$ cat config.mk
export PLATFORM = sky130hd
export DESIGN_NAME = id_ex_pipe_reg
export DESIGN_NICKNAME = d
export VERILOG_FILES = /design/src/rtl/mips_pkg.sv /design/src/rtl/pipe_reg_en_clr.sv /design/src/rtl/id_ex_pipe_reg.sv
export SDC_FILE = /design/constraint.sdc
export NUM_CORES = 1
export LEC_CHECK = 0
export ABC_AREA = 1
export CAP_MARGIN = 20
export CORE_ASPECT_RATIO = 0.5
export CORE_MARGIN = 4
export CORE_UTILIZATION = 28
export CTS_BUF_LIST = sky130_fd_sc_hd__clkbuf_8
export DETAILED_ROUTE_END_ITERATION = 10
export PLACE_DENSITY = 0.66
export SLEW_MARGIN = 30
export SYNTH_ARGS = -nofsm -noshare
export SYNTH_HDL_FRONTEND = slang
export SYNTH_SLANG_ARGS = --single-unit
$ cat constraint.sdc
create_clock -name i_clk -period 4.4 [get_ports i_clk]
set_input_delay 0.88 -clock i_clk [delete_from_list [all_inputs] [get_ports i_clk]]
set_output_delay 0.88 -clock i_clk [all_outputs]
set_load 0.01 [all_outputs]
$ cat src/rtl/mips_pkg.sv
// mips_pkg: shared widths, ALU encodings and the decode control bundle
package mips_pkg;
  localparam int DATA_W = 32;
  localparam int REG_AW = 5;
  localparam int ALUC_W = 3;
  localparam logic [ALUC_W-1:0] ALU_AND = 3'b000;
  localparam logic [ALUC_W-1:0] ALU_OR  = 3'b001;
  localparam logic [ALUC_W-1:0] ALU_ADD = 3'b010;
  localparam logic [ALUC_W-1:0] ALU_SUB = 3'b110;
  localparam logic [ALUC_W-1:0] ALU_SLT = 3'b111;
  typedef struct packed {
    logic              RegWrite;
    logic              MemtoReg;
    logic              MemWrite;
    logic [ALUC_W-1:0] ALUControl;
    logic              ALUSrc;
    logic              RegDst;
    logic              Load;
  } ctrl_bundle_t;
  // an edge inserts a bubble when flushed, or when a non-instruction is loaded
  function automatic logic is_bubble(input logic flush, input logic stall, input logic valid);
    return flush | (~stall & ~valid);
  endfunction
endpackage

$ cat src/rtl/pipe_reg_en_clr.sv
// pipe_reg_en_clr: W-bit register with async reset, enable and sync clear (clear wins)
module pipe_reg_en_clr #(
  parameter int W = 1
) (
  input  logic         i_clk,
  input  logic         i_rst,
  input  logic         i_en,
  input  logic         i_clr,
  input  logic [W-1:0] i_d,
  output logic [W-1:0] o_q
);
  logic [W-1:0] r_q;
  // clear loads zeros even while the enable is low
  always_ff @(posedge i_clk or posedge i_rst)
    if (i_rst) r_q <= '0;
    else if (i_clr) r_q <= '0;
    else if (i_en) r_q <= i_d;
  assign o_q = r_q;
endmodule

$ cat src/rtl/id_ex_pipe_reg.sv
// id_ex_pipe_reg: ID->EX pipeline register with stall, flush and bubble counter
module id_ex_pipe_reg
  import mips_pkg::*;
#(
  parameter int DATA_W = mips_pkg::DATA_W,
  parameter int REG_AW = mips_pkg::REG_AW,
  parameter int ALUC_W = mips_pkg::ALUC_W,
  parameter int CNT_W  = 16
) (
  input  logic              i_clk,
  input  logic              i_rst,
  input  logic              i_StallE,
  input  logic              i_FlushE,
  input  logic              i_ValidD,
  input  logic              i_RegWriteD,
  input  logic              i_MemtoRegD,
  input  logic              i_MemWriteD,
  input  logic [ALUC_W-1:0] i_ALUControlD,
  input  logic              i_ALUSrcD,
  input  logic              i_RegDstD,
  input  logic              i_LoadD,
  input  logic [DATA_W-1:0] i_RD1D,
  input  logic [DATA_W-1:0] i_RD2D,
  input  logic [REG_AW-1:0] i_RsD,
  input  logic [REG_AW-1:0] i_RtD,
  input  logic [REG_AW-1:0] i_RdD,
  input  logic [DATA_W-1:0] i_SignImmD,
  output logic              o_ValidE,
  output logic              o_RegWriteE,
  output logic              o_MemtoRegE,
  output logic              o_MemWriteE,
  output logic [ALUC_W-1:0] o_ALUControlE,
  output logic              o_ALUSrcE,
  output logic              o_RegDstE,
  output logic              o_LoadE,
  output logic [DATA_W-1:0] o_RD1E,
  output logic [DATA_W-1:0] o_RD2E,
  output logic [REG_AW-1:0] o_RsE,
  output logic [REG_AW-1:0] o_RtE,
  output logic [REG_AW-1:0] o_RdE,
  output logic [DATA_W-1:0] o_SignImmE,
  output logic [CNT_W-1:0]  o_BubbleCnt
);
  localparam int CW = $bits(ctrl_bundle_t) + 1;
  localparam int DW = 3 * DATA_W + 3 * REG_AW;
  ctrl_bundle_t        w_ctrl_d, w_ctrl_q;
  logic                w_valid_q;
  logic [DW-1:0]       w_data_d, w_data_q;
  logic                w_bubble;
  logic [CNT_W-1:0]    r_bubble_cnt;
  // side-effecting controls are gated off when decode holds no real instruction
  always_comb begin
    w_ctrl_d            = '0;
    w_ctrl_d.RegWrite   = i_RegWriteD & i_ValidD;
    w_ctrl_d.MemtoReg   = i_MemtoRegD;
    w_ctrl_d.MemWrite   = i_MemWriteD & i_ValidD;
    w_ctrl_d.ALUControl = i_ALUControlD;
    w_ctrl_d.ALUSrc     = i_ALUSrcD;
    w_ctrl_d.RegDst     = i_RegDstD;
    w_ctrl_d.Load       = i_LoadD & i_ValidD;
  end
  assign w_data_d = {i_RD1D, i_RD2D, i_RsD, i_RtD, i_RdD, i_SignImmD};
  pipe_reg_en_clr #(.W(CW)) u_ctrl (
    .i_clk (i_clk),
    .i_rst (i_rst),
    .i_en  (~i_StallE),
    .i_clr (i_FlushE),
    .i_d   ({i_ValidD, w_ctrl_d}),
    .o_q   ({w_valid_q, w_ctrl_q})
  );
  pipe_reg_en_clr #(.W(DW)) u_data (
    .i_clk (i_clk),
    .i_rst (i_rst),
    .i_en  (~i_StallE),
    .i_clr (i_FlushE),
    .i_d   (w_data_d),
    .o_q   (w_data_q)
  );
  assign w_bubble = is_bubble(i_FlushE, i_StallE, i_ValidD);
  // saturating bubble counter, frozen at all-ones
  always_ff @(posedge i_clk or posedge i_rst)
    if (i_rst) r_bubble_cnt <= '0;
    else if (w_bubble && r_bubble_cnt != {CNT_W{1'b1}}) r_bubble_cnt <= r_bubble_cnt + 1'b1;
  assign o_ValidE      = w_valid_q;
  assign o_RegWriteE   = w_ctrl_q.RegWrite;
  assign o_MemtoRegE   = w_ctrl_q.MemtoReg;
  assign o_MemWriteE   = w_ctrl_q.MemWrite;
  assign o_ALUControlE = w_ctrl_q.ALUControl;
  assign o_ALUSrcE     = w_ctrl_q.ALUSrc;
  assign o_RegDstE     = w_ctrl_q.RegDst;
  assign o_LoadE       = w_ctrl_q.Load;
  assign {o_RD1E, o_RD2E, o_RsE, o_RtE, o_RdE, o_SignImmE} = w_data_q;
  assign o_BubbleCnt   = r_bubble_cnt;
endmodule

; Yosys cells after proc, flatten, opt, wreduce, memory -nomap -nowiden
; Index checks and enable logic that the tools add are counted.
[classes]
eq_ne = 2
bitwise = 7
muxes = 4
n_reduce_logical = 1
n_addsub = 1
[ops]
columns = cell, n
row1 = $mux W111, 2
row2 = $mux W10, 2
row3 = $add A16 B1 Y16 const B, 1
row4 = $ne A16 B16 Y1 const B, 1
row5 = $and A1 B1 Y1, 4
row6 = $ne A2 B1 Y1 const B, 1
row7 = $not A1 Y1, 2
row8 = $logic_and A1 B1 Y1, 1
row9 = $or A1 B1 Y1, 1
[word_totals]
word_cells = 18
out_inout_bits = 137
register_bits = 137
inputBits = 125

; Depth between registers and ports, before layout
; Gate-level depths: netlist of the first run.
[logic_depth]
word_depth = 4
depth_mapped = 9

; By module
; From an unflattened synthesis of the first run, not the netlist that was laid out.
[hier_totals]
hier_cells = 675
area_unflattened_um2 = 5816.8
[by_module_without_submodules]
columns = mod, cells_per_inst, area_each_um2, n_inst, seq_area_each_um2
row1 = pipe_reg_en_clr (u_data), 483, 4357.9, 1, 2777.7
row2 = id_ex_pipe_reg, 148, 1053.5, 1, 400.4
row3 = pipe_reg_en_clr (u_ctrl), 44, 405.4, 1, 250.2

; Worst setup path after synthesis of the first run
; Ideal clock, no wire load.
[synth_path]
kind = input to register
from = input port i_StallE
to = register r_bubble_cnt[12], in the netlist o_BubbleCnt[12]
arrival_time_ps = 1605
stages = 6
setup_slack_ps = 2667
path_cell_list = buf_6 -> o21ai_4 -> nand2_2 -> nor2_4 -> nand2_1 -> xnor2_1
[synth_between]
elab_chain_cells = 4
[synth_rtl]
columns = element, line_no
row1 = start: declaration, id_ex_pipe_reg.sv:12  ; input logic i_StallE,
row2 = $not A1 Y1, mips_pkg.sv:22  ; return flush | (~stall & ~valid);
row3 = $and A1 B1 Y1, mips_pkg.sv:22
row4 = $or A1 B1 Y1, mips_pkg.sv:22
row5 = $logic_and A1 B1 Y1, id_ex_pipe_reg.sv:83  ; else if (w_bubble && r_bubble_cnt != {CNT_W{1'b1}}) r_bubble_cnt <= r_bubble_cnt + 1'b1;
row6 = end signal: assignment, id_ex_pipe_reg.sv:83
row7 = end: declaration, id_ex_pipe_reg.sv:50  ; logic [CNT_W-1:0] r_bubble_cnt;
; Every way passes these cells.
; A chain may end at the register's enable or synchronous reset.

; Final worst setup path of the first run
[layout_path]
from = register r_bubble_cnt[0], in the netlist o_BubbleCnt[0]
to = output port o_BubbleCnt[0]
[layout_lines]
columns = element, line_no
row1 = end: declaration, id_ex_pipe_reg.sv:42  ; output logic [CNT_W-1:0] o_BubbleCnt
; No word-level cell between the ends.

==> results.md, run 1 <==
- Area contributors post-synth: dfrtp_1, nand3_1, nand2_1
- TritonCTS Buffers: 17
- Setup TNS: 0 ps
- Synth top area share: 0.573
- Power per cell area: 348 nW/um2
- H-Tree Depth: 4
- I/O Pins: 262
- Bufs and invs on worst path: 1
- Ys async rst share: 1.00
- Routed vias/inst: 4.58
- Ys Warns: 0
- Flops & latches, synth: 137
- Initial antenna violation count: 1
- Synthesized area: 5980 um2
- Setup violations, final: 0
- Hold_ws: 509 ps
- Vias in the first global route: 5,524
- Post-synth EDFFs: 0
- Reg-to-reg endpoint: o_BubbleCnt[7]$_DFFE_PP0P_
- CP endpoint kind: output port
- Core area: 20,700 um2
- Post-Syn Nets: 811
- Flop2flop setup slack: 2670 ps
- Final WL: 19,200 um
- VDD IR max: 0.000169 V
- Crit path max fanout: 8
- Worst R2R Start: o_BubbleCnt[0]$_DFFE_PP0P_
- Die area: 23,900 um2
- Final period util: 0.555
- Starting Density: 0.288
- Initial DRC Count: 353
- Fraction of layout cells with a size suffix above 1: 0.0677
- Primary FF master, synth: dfrtp_1
- First-pass GRT wire length: 30,500 um
- Syn Inst Count: 685
- Routability congestion estimate: 0.831
- Slowest CP cell: clkdlybuf4s50_1
- RSZ-0062 raised after global routing: no
- CP required: 3520 ps
- CP Cell Sequence: clkdlybuf4s50_1
- Setup Buffers After CTS: 0
- Worst-margin pin slew: 735 ps
- Dpl hpwl: 13,400 um
- Total GRT Usage: 0.159
- Worst setup SP type: register
- Post-CTS Hold Buffers: 0
- Port Buffers: 261
- Run status: completed
- Slew Limit Fails: 0
- Wirelength per Cell: 16.0 um
- Final ANT Viol Nets: 0
- # clock sinks: 137
- Residual DRC: 0
- Fin nets: 1,044
- Area Overhead vs Synth: 53.4%
- Final Core Density: 0.442
- Leak: 4.04 nW
- Seq/Total Area, Yosys: 0.573
- Final global-route overflow total: 0
- Cell variety after synth: 22
- CTS resizes: 0
- Site Rows: 37
- Clock Path Buffers: 2
- DRT Pass-1 Iters: 4
- Mapped Avg Cell Area: 8.73 um2
- Max_slew headroom: 0.510
- CTS tree: done
- # fillers: 2,023
- FF-to-FF path depth: 8
- Root buffer cell: clkbuf_8
- Vias: 5,523
- Max-cap violations: 0
- Clock Latency Late Sink: 440 ps
- Post-layout min period: 2440 ps
- Synth area leader: dfrtp_1
- Skew final: 12.0 ps
- Die Wd: 215 um
- Die height: 111 um
- Worst-path clk slew: 80 ps
- WP data arrival: 1560 ps
- Instance count on the critical path: 1
- Crit path max-delay family: buffers and inverters
- Max incr delay on CP: 610 ps
- Final hold vios: 0
- Achievable frequency: 0.409 GHz
- Hold WC Path Type: register to register
- Largest net degree at the start of global routing: 138
- Worst Setup EP: o_BubbleCnt[0]
- Critical path class: register to output port
- CP Launch Point: o_BubbleCnt[0]$_DFFE_PP0P_
cells by family after synthesis:
family	after synthesis	share of synthesized area
simple gates	397	0.300
flops	137	0.573
buf+inv	75	0.0544
compound gates	71	0.0645
xor+xnor	4	0.00586
fa+ha+maj	1	0.00209
through the flow:
stage,area (um2),total power [mW],cells,worst slack [ps]
global placement,8760,2.13,1172,1340
detailed placement,8760,2.14,1172,1630
global route,9170,3.37,1205,1860
floorplan,5980,1.74,685,1810
CTS,9170,3.24,1204,1900
finish,9170,3.19,1205,1960
flip-flops by register name (all words and copies together), names as in the netlist:
signal,cells
o_BubbleCnt,16
u_ctrl.o_q,10
u_data.o_q,111
synth_stat cells (4+ instances only):
master / count
nand3_1: 189
nand2_1: 175
dfrtp_1: 137
o21ai_0: 64
clkbuf_1: 25
buf_2: 23
inv_1: 18
nor2_1: 13
nand4_1: 7
nand2_2: 6
o21ai_2: 5
inv_2: 4
worst register-to-register path: cells and delay by family (launching register included):
kind | cells | cell delay [ps]
fa+ha+maj | 1 | 300
simple gates | 5 | 760
buf+inv | 1 | 50
flops | 1 | 490
compound gates | 1 | 70
where the power goes:
part	leakage [nW]	total, mW	switching [mW]	internal [mW]
clock network	0.201	1.08	0.543	0.539
registers	1.80	1.45	0.0926	1.36
logic	2.03	0.660	0.313	0.347
total	4.04	3.19	0.949	2.25
worst min path at each step:
stage,startpoint,end,cells after the start
finish,u_data.o_q[67]$_DFFE_PP0P_,u_data.o_q[67]$_DFFE_PP0P_,2
global route,u_data.o_q[57]$_DFFE_PP0P_,u_data.o_q[57]$_DFFE_PP0P_,2
CTS,u_data.o_q[42]$_DFFE_PP0P_,u_data.o_q[42]$_DFFE_PP0P_,2
detailed placement,u_data.o_q[42]$_DFFE_PP0P_,u_data.o_q[42]$_DFFE_PP0P_,2
global placement,u_data.o_q[23]$_DFFE_PP0P_,u_data.o_q[23]$_DFFE_PP0P_,2
floorplan,o_BubbleCnt[15]$_DFFE_PP0P_,o_BubbleCnt[15]$_DFFE_PP0P_,2
layout make-up:
class | count | area, um2 | area share
Antenna cell | 1 | 2.50 | 0.000273
Clock buffer | 19 | 262 | 0.0285
Clock inverter | 13 | 144 | 0.0157
Inverter | 22 | 91.3 | 0.00996
Multi-Input combinational cell | 473 | 2230 | 0.243
Sequential cell | 137 | 3430 | 0.374
Tap cell | 273 | 342 | 0.0373
Timing Repair Buffer | 267 | 2670 | 0.291
cells in the final DEF, fill, tap and decap left out:
cell	instances
clkdlybuf4s50_1	260
nand3_1	189
nand2_1	174
dfrtp_1	137
o21ai_0	64
clkbuf_8	19
inv_1	18
nor2_1	13
nand4_1	7
nand2_2	6
buf_4	6
o21ai_2	5
inv_6	4
clkinvlp_4	4
nor2_2	3
inv_2	3
nor2_4	3
xnor2_1	3
clkinv_4	3
bufinv_16	2
diode_2	1
nand2_4	1
o21ai_4	1
a21oi_1	1
or2_2	1
xor2_1	1
ha_1	1
clkinv_2	1
buf_12	1
layer usage:
layer / vias to the layer above / share of wire / routed length [um] / track usage
met3: 38 / 0.026 / 500 / 0.0307
li1: 2747 / - / - / -
met4: 0 / 0.030 / 569 / 0.0695
met2: 106 / 0.52 / 10000 / 0.279
met5: - / 0 / 0 / 0
met1: 2632 / 0.42 / 8120 / 0.191
No activity file was read; power rests on OpenSTA's default activity.
==> run 2, diff against run 1 <==
PLACE_DENSITY = 0.64   (was 0.66)
clock period = 2.52 ns   (was 4.4 ns; I/O delays follow)
==> run 2 against run 1 <==
- sequential power increased by 75%
- critical endpoint unchanged
- highest routed layer unchanged
- largest power group unchanged
- core utilization increased by 0.40 points
- via count is 2.0% higher
==> results.md, run 2 (synthesis gave the netlist of run 1 again) <==
- Worst setup SP type: register (unchanged)
- Die Wd: 215 um (unchanged)
- Max incr delay on CP: 600 ps (was 610 ps)
- TritonCTS Buffers: 17 (unchanged)
- Vias: 5,632 (was 5,523)
- Hold Path Stages: 2 (unchanged)
- Bufs and invs on worst path: 1 (unchanged)
- Initial DRC Count: 365 (was 353)
- Setup violations, final: 0 (unchanged)
- Routed vias/inst: 4.66 (was 4.58)
- Setup TNS: 0 ps (unchanged)
- CTS tree: done (unchanged)
- Placed instance count: 1,176 (was 1,172)
- Die height: 111 um (unchanged)
- Run status: completed (unchanged)
- Max FFs per register: 111 (unchanged)
- Achievable frequency: 0.487 GHz
- Max-cap violations: 0 (unchanged)
- DRT Pass-1 Iters: 5 (was 4)
- Fraction of layout cells with a size suffix above 1: 0.0706 (was 0.0677)
- Die area: 23,900 um2 (unchanged)
- Post-layout min period: 2050 ps
- CTS resizes: 0 (unchanged)
- Fin nets: 1,048 (was 1,044)
- Residual DRC: 0 (unchanged)
- Dpl hpwl: 13,900 um (was 13,400 um)
- Slowest CP cell: clkdlybuf4s50_1 (unchanged)
- Total GRT Usage: 0.161 (was 0.159)
- CP endpoint kind: output port (unchanged)
- Diode count: 0 (was 1)
- Hold Startpoint: u_data.o_q[47]$_DFFE_PP0P_ (was u_data.o_q[67]$_DFFE_PP0P_)
- Reg-to-reg endpoint: o_BubbleCnt[9]$_DFFE_PP0P_ (was o_BubbleCnt[7]$_DFFE_PP0P_)
- Clock Path Buffers: 2 (unchanged)
- CP Cell Sequence: clkdlybuf4s50_1 (unchanged)
- Hold endpoint: u_data.o_q[47]$_DFFE_PP0P_ (was u_data.o_q[67]$_DFFE_PP0P_)
- Crit path max-delay family: buffers and inverters (unchanged)
- VDD IR max: 0.000266 V (was 0.000169 V)
- I/O Pins: 262 (unchanged)
- Power per cell area: 606 nW/um2 (was 348 nW/um2)
- # clock sinks: 137 (unchanged)
- Starting Density: 0.288 (unchanged)
- CP required: 2020 ps (was 3520 ps)
- Final worst slack: 467 ps (was 1960 ps)
- Final global-route overflow total: 0 (unchanged)
- Routability congestion estimate: 0.802 (was 0.831)
- Wirelength per Cell: 16.0 um (about the same)
- Hold WC Path Type: register to register (unchanged)
- Final hold vios: 0 (unchanged)
- Site Rows: 37 (unchanged)
- FF-to-FF path depth: 8 (unchanged)
- Skew final: 13.6 ps (was 12.0 ps)
- Critical path class: register to output port (unchanged)
- Final WL: 19,400 um (was 19,200 um)
- Flop2flop setup slack: 820 ps (was 2670 ps)
- Worst-margin pin slew: 556 ps (was 735 ps)
- Post-CTS Hold Buffers: 0 (unchanged)
- Most common cell after layout, fill and taps aside: clkdlybuf4s50_1 (unchanged)
- Crit path max fanout: 8 (unchanged)
- Initial antenna violation count: 0 (was 1)
- RSZ-0062 raised after global routing: no (unchanged)
- Slew Limit Fails: 0 (unchanged)
- Leak: 4.09 nW (was 4.04 nW)
- Vias in the first global route: 5,495 (was 5,524)
- Commonest non-fill, non-tap cells in the layout: clkdlybuf4s50_1, nand3_1, nand2_1 (unchanged)
- Area Overhead vs Synth: 54.8% (was 53.4%)
- Worst-path clk slew: 90 ps (was 80 ps)
- Largest net degree at the start of global routing: 90 (was 138)
- Port Buffers: 261 (unchanged)
- Final period util: 0.815
- WP data arrival: 1550 ps (was 1560 ps)
- Final Core Density: 0.446 (was 0.442)
- First-pass GRT wire length: 30,900 um (was 30,500 um)
- Worst R2R Start: o_BubbleCnt[0]$_DFFE_PP0P_ (unchanged)
- Setup WS pre-CTS: 465 ps (was 1630 ps)
- Clock Latency Late Sink: 450 ps (was 440 ps)
- Max_slew headroom: 0.630 (was 0.510)
- Root buffer cell: clkbuf_8 (unchanged)
- Setup Buffers After CTS: 0 (unchanged)
- Core area: 20,700 um2 (unchanged)
- Cell Count, Final, Fillers Out: 1,208 (was 1,205)
- Final ANT Viol Nets: 0 (unchanged)
- H-Tree Depth: 4 (unchanged)
[run 2: changes by cell type in the layout (fill, tap and decap cells not counted), moves of 2 or more]
cell	previous run	this run
clkinv_2	1	5
buf_12	1	6
clkinvlp_4	4	2
inv_6	4	2
[run 2: report_power, final]
group          internal [mW]  total, mW  switching, mW
clock                  0.995       1.90          0.908
sequential              2.37       2.54          0.161
combinational          0.620       1.17          0.547
[run 2: worst max path at each step]
stage / from / to / slack (ps) / cells after the start
2_1_floorplan: i_rst / o_BubbleCnt[0]$_DFFE_PP0P_ / 310 / 1
3_3_place_gp: i_ValidD / o_BubbleCnt[9]$_DFFE_PP0P_ / 500 / 6
3_5_place_dp: i_ValidD / o_BubbleCnt[11]$_DFFE_PP0P_ / 460 / 6
4_1_cts: o_BubbleCnt[0]$_DFFE_PP0P_ / o_BubbleCnt[0] / 430 / 1
5_1_grt: o_BubbleCnt[0]$_DFFE_PP0P_ / o_BubbleCnt[0] / 390 / 1
6_report: o_BubbleCnt[0]$_DFFE_PP0P_ / o_BubbleCnt[0] / 470 / 1
[run 2: final cells by class]
cell class | count | area [um2]
Timing Repair Buffer | 271 | 2760
Inverter | 22 | 91.3
Sequential cell | 137 | 3430
Multi-Input combinational cell | 473 | 2230
Clock buffer | 18 | 248
Clock inverter | 14 | 156
Fill cell | 2001 | 11500
Tap cell | 273 | 342
[run 2: per-stage QoR]
step	hold WS [ps]	cell area (um2)	total power, mW
6_report	507	9250	5.61
5_1_grt	529	9250	5.93
4_1_cts	513	9250	5.70
3_5_place_dp	492	8850	3.76
3_3_place_gp	490	8850	3.75
2_1_floorplan	539	5980	3.04
[run 2: per-layer routing]
layer	track usage	vias to the layer above	share of wire
li1	-	2757	-
met1	0.196	2732	0.42
met2	0.284	113	0.53
met3	0.0386	30	0.032
met4	0.0552	0	0.023
met5	0	-	0
==> run 3, diff against run 2 <==
clock period = 2.1 ns   (was 2.52 ns; I/O delays follow)
==> run 3 against run 2 <==
- sequential power up 20%
- register-to-register slack lost 400 ps
- non-clock buffer count is the same
- global-route usage about the same
- clock power grew 25%
- power grew 22%
- routed wire length decreased by 0.56%
- combinational power increased by 20%
- setup slack lost 330 ps
- critical path type unchanged
- critical endpoint unchanged
==> results.md, run 3 (synthesis gave the netlist of run 1 again) <==
- Setup violations, final: 0 (unchanged)
- Core area: 20,700 um2 (unchanged)
- Clock Latency Late Sink: 450 ps (about the same)
- Post-Place Cell Area: 8850 um2 (unchanged)
- WP data arrival: 1540 ps (was 1550 ps)
- Starting Density: 0.288 (unchanged)
- Hold WC Path Type: primary input to async pin (was register to register)
- I/O Pins: 262 (unchanged)
- Max FFs per register: 111 (unchanged)
- Die area: 23,900 um2 (unchanged)
- CTS tree: done (unchanged)
- Setup WS pre-CTS: 137 ps (was 465 ps)
- CP endpoint kind: output port (unchanged)
- Routability congestion estimate: 0.823 (was 0.802)
- # clock sinks: 137 (unchanged)
- Sequential cell area: 3430 um2 (unchanged)
- CTS resizes: 0 (unchanged)
- Bufs and invs on worst path: 1 (unchanged)
- Root buffer cell: clkbuf_8 (unchanged)
- Crit path max fanout: 8 (unchanged)
- CP Cell Sequence: clkdlybuf4s50_1 (unchanged)
- Most common cell after layout, fill and taps aside: clkdlybuf4s50_1 (unchanged)
- Worst-path clk slew: 80 ps (was 90 ps)
- Final hold vios: 0 (unchanged)
- Worst setup SP type: register (unchanged)
- Hold_ws: 232 ps (was 507 ps)
- Final ANT Viol Nets: 0 (unchanged)
- Site Rows: 37 (unchanged)
- Final WL: 19,300 um (was 19,400 um)
- Total power: 6.83 mW (was 5.61 mW)
- Slew Limit Fails: 0 (unchanged)
- Fraction of layout cells with a size suffix above 1: 0.0685 (was 0.0706)
- Initial antenna violation count: 0 (unchanged)
- Max-cap violations: 0 (unchanged)
- Total GRT Usage: 0.162 (was 0.161)
- Post-layout min period: 1960 ps
- Critical path class: register to output port (unchanged)
- Max incr delay on CP: 600 ps (about the same)
- Area Overhead vs Synth: 55.2% (was 54.8%)
- Slowest CP cell: clkdlybuf4s50_1 (unchanged)
- Post-CTS Hold Buffers: 0 (unchanged)
- Initial DRC Count: 344 (was 365)
- Max_slew headroom: 0.607 (was 0.630)
- Achievable frequency: 0.510 GHz
- Largest net degree at the start of global routing: 91 (was 90)
- Run status: completed (unchanged)
- Area of the multi-input gates: 2230 um2 (unchanged)
- DRT Pass-1 Iters: 4 (was 5)
- H-Tree Depth: 4 (unchanged)
- VDD IR max: 0.000315 V (was 0.000266 V)
- Diode count: 0 (unchanged)
- TritonCTS Buffers: 17 (unchanged)
- Commonest non-fill, non-tap cells in the layout: clkdlybuf4s50_1, nand3_1, nand2_1 (unchanged)
- Wirelength per Cell: 16.0 um (about the same)
- # fillers: 2,011 (was 2,001)
- First-pass GRT wire length: 30,600 um (was 30,900 um)
- Final global-route overflow total: 0 (unchanged)
- Final worst slack: 141 ps (was 467 ps)
- CP required: 1680 ps (was 2020 ps)
- Final period util: 0.933
- Fin nets: 1,048 (unchanged)
- Die height: 111 um (unchanged)
- Routed vias/inst: 4.63 (was 4.66)
- Port Buffers: 261 (unchanged)
- Power per cell area: 736 nW/um2 (was 606 nW/um2)
- Residual DRC: 0 (unchanged)
- Worst-margin pin slew: 589 ps (was 556 ps)
- Vias in the first global route: 5,541 (was 5,495)
- Dpl hpwl: 13,900 um (about the same)
- Setup Buffers After CTS: 0 (unchanged)
- Crit path max-delay family: buffers and inverters (unchanged)
- Leak: 4.10 nW (was 4.09 nW)
- Post-route cell area: 9280 um2 (was 9250 um2)
- Die Wd: 215 um (unchanged)
- Clock Path Buffers: 2 (unchanged)
- Skew final: 7.10 ps (was 13.6 ps)
- Vias: 5,593 (was 5,632)
- RSZ-0062 raised after global routing: no (unchanged)
## run 3: cell types whose count changed in the layout (fill, tap and decap cells not counted)
cell,previous run,this run
inv_6,2,1
clkinv_4,2,0
clkinv_2,5,3
inv_1,19,20
clkbuf_8,18,20
bufinv_16,3,4
## run 3: per-layer routing
layer  track usage  vias to the layer above  part of all wire
met5             0                        -                 0
met4        0.0475                        0             0.021
met3        0.0504                       23             0.038
met2         0.271                      125              0.51
met1         0.202                     2695              0.43
li1              -                     2750                 -
## run 3: through the flow
| stage | util | setup TNS (ps) | std cells |
|---|---|---|---|
| finish | 0.447 | 0 | 1207 |
| global route | 0.447 | 0 | 1207 |
| CTS | 0.447 | 0 | 1207 |
| detailed placement | 0.427 | 0 | 1176 |
| global placement | 0.427 | 0 | 1176 |
| floorplan | - | -3720 | 685 |
## run 3: power by group
group	internal, mW	switching [mW]
logic	0.745	0.660
clock network	1.36	1.02
registers	2.85	0.189
## run 3: area by class of cell
| type | count | share of cell area |
|---|---|---|
| clock inverter | 11 | 0.0166 |
| timing repair buffer | 271 | 0.298 |
| tap | 273 | 0.0368 |
| clock buffer | 20 | 0.0297 |
| multi-input combinational | 473 | 0.240 |
| sequential | 137 | 0.370 |
| inverter | 22 | 0.00984 |
## run 3: worst paths after layout
path                            slack, ps                  startpoint                    endpoint  cells after the start
worst max-delay path                  140  o_BubbleCnt[0]$_DFFE_PP0P_              o_BubbleCnt[0]                      1
worst min register to register        510  u_data.o_q[42]$_DFFE_PP0P_  u_data.o_q[42]$_DFFE_PP0P_                      2
worst max register to register        420  o_BubbleCnt[0]$_DFFE_PP0P_  o_BubbleCnt[9]$_DFFE_PP0P_                      8
worst min-delay path                  230                       i_rst  u_data.o_q[16]$_DFFE_PP0P_                      2
max in group asynchronous            1080                       i_rst   u_ctrl.o_q[7]$_DFFE_PP0P_                      3
min in group i_clk                    390                    i_StallE  u_data.o_q[86]$_DFFE_PP0P_                      2
==> edit: new RTL, flow settings as in run 3 <==
Set the package constant `REG_AW` to 6 (it was 5).
--- a/src/rtl/mips_pkg.sv
+++ b/src/rtl/mips_pkg.sv
@@ -3,3 +3,3 @@
   localparam int DATA_W = 32;
-  localparam int REG_AW = 5;
+  localparam int REG_AW = 6;
   localparam int ALUC_W = 3;
Ports: changed (6 resized); port bits go from 262 to 268. No check against the original RTL was run, so the function may have changed too.
==> edit against run 3 <==
- setup slack improved by 15 ps
- design area increased by 2.5%
- area after synthesis decreased by 2.0%
- wire length increased by 1.8%
- sequential cell count increased by 3
- sequential share of layout area decreased by 0.11 points
- total power increased by 4.8%
- combinational power decreased by 7%
- highest routed layer unchanged
==> edit: results (changes against run 3) <==
{| class="wikitable"
! Metric !! Value
|-
| Length of the first detailed-routing pass in iterations || 5 (+1)
|-
| Outcome || finished clean
|-
| Layout cells sized above 1 || 6.75% (-0.10 points)
|-
| Data arrival time of the critical path || 1520 ps (-20 ps)
|-
| Number of synthesis warnings || 0 (unchanged)
|-
| Drt wl/cell || 15.9 um (-0.64%)
|-
| Area fraction in compound gates after synthesis || 1.41% (-5.0 points)
|-
| Most used standard cells in the synthesized netlist || sky130_fd_sc_hd__nand2_1, sky130_fd_sc_hd__dfrtp_1, sky130_fd_sc_hd__nand3_1, sky130_fd_sc_hd__clkbuf_1, sky130_fd_sc_hd__nor2_1
|-
| Net count, final || 1080 (+3.1%)
|-
| Largest net degree at the start of global routing || 66 (-27%)
|-
| Area contributors post-synth || sky130_fd_sc_hd__dfrtp_1, sky130_fd_sc_hd__nand2_1, sky130_fd_sc_hd__nand3_1
|-
| Adder-Cell Fraction of Synth Area || 0.213% (+0.0042 points)
|-
| Port bufs || 267 (+2.3%)
|-
| Leakage power figure || 0.00452 uW (+10%)
|-
| Via density per instance || 4.51 (-2.8%)
|-
| Fin Clk Skew || 11.0 ps (+3.92 ps)
|-
| Largest fanout on the critical path || 5 (-3)
|-
| Via count of the first global-routing pass || 5387 (-2.8%)
|-
| Last weighted congestion value of the routability-driven placer || 0.852 (+3.5%)
|-
| Fill cell total of the finished layout || 1996 (-0.75%)
|-
| Proportion of synthesized chip area in sequential cells || 59.8% (+2.4 points)
|-
| Highest ir drop seen on vdd || 0.347 mV (+10%)
|-
| DP HPWL || 14.8 mm (+6.1%)
|-
| Switching power || 1860 uW (-0.63%)
|-
| Distinct cells, synth || 20 (-9.1%)
|-
| Synthesized Nets || 814 (+0.37%)
|-
| Number of flip-flops in the largest register || 114 (+2.7%)
|-
| Wire length of the first global-routing pass || 30.2 mm (-1.6%)
|}
## edit: cell types whose count changed after synthesis, sizes merged, moves of 5 or more
cell,before,now
o21ai,70,12
nand2,181,316
clkbuf,25,20
nand3,189,127
buf,28,21
inv,22,14
## edit: logic make-up (layout without fill, tap and decap cells)
kind of cell,count (synthesis),count (layout)
compound gates,12,12
fa+ha+maj,1,1
simple gates,470,470
flops,140,140
buf+inv,55,333
other cells,0,1
xor+xnor,7,7
## edit: stage by stage
stage / hold slack (ps) / utilization (%) / cell area [sq um] / setup slack [ps] / cells
3_3_place_gp: 453 / 43.8 / 8990 / 134 / 1205
4_1_cts: 359 / 46.2 / 9510 / 112 / 1236
3_5_place_dp: 457 / 43.8 / 8990 / 91.4 / 1205
6_report: 375 / 46.3 / 9510 / 156 / 1237
2_1_floorplan: 509 / - / 5860 / -69.1 / 685
5_1_grt: 380 / 46.3 / 9510 / 75.3 / 1237
## edit: routing by layer
layer | vias to the layer above | part of all wire [%] | track usage (%)
met5 | - | 0 | 0
met4 | 0 | 3.1 | 7.58
met3 | 38 | 4.0 | 2.77
met2 | 175 | 52 | 29.0
met1 | 2649 | 40 | 20.2
li1 | 2712 | - | -
## edit: area by class of cell
type	count	area share (%)
inverter	14	0.632
clock buffer	18	2.61
timing repair buffer	288	31.2
sequential	140	36.8
tap	273	3.59
multi-input combinational	490	22.3
clock inverter	13	2.76
antenna	1	0.0263
## edit: power groups by stage
stage	Sequential [uW]	Combinational, uW	Clock (uW)
final	3060	1300	2800
after global routing	3090	1420	3010
after CTS	3060	1320	2890
after detailed placement	3110	1320	0
after global placement	3110	1300	0
after floorplan	3180	403	0
## edit: path summary, 6_finish.rpt
| kind | start | end | cells past startpoint |
|---|---|---|---|
| max in group asynchronous | i_rst | u_data.o_q[30]$_DFFE_PP0P_ | 3 |
| min in group i_clk | u_data.o_q[76]$_DFFE_PP0P_ | u_data.o_q[76]$_DFFE_PP0P_ | 2 |
| min | i_rst | u_data.o_q[38]$_DFFE_PP0P_ | 2 |
| min reg2reg | u_data.o_q[76]$_DFFE_PP0P_ | u_data.o_q[76]$_DFFE_PP0P_ | 2 |
| max reg2reg | o_BubbleCnt[0]$_DFFE_PP0P_ | o_BubbleCnt[13]$_DFFE_PP0P_ | 7 |
| max | o_BubbleCnt[8]$_DFFE_PP0P_ | o_BubbleCnt[8] | 1 |
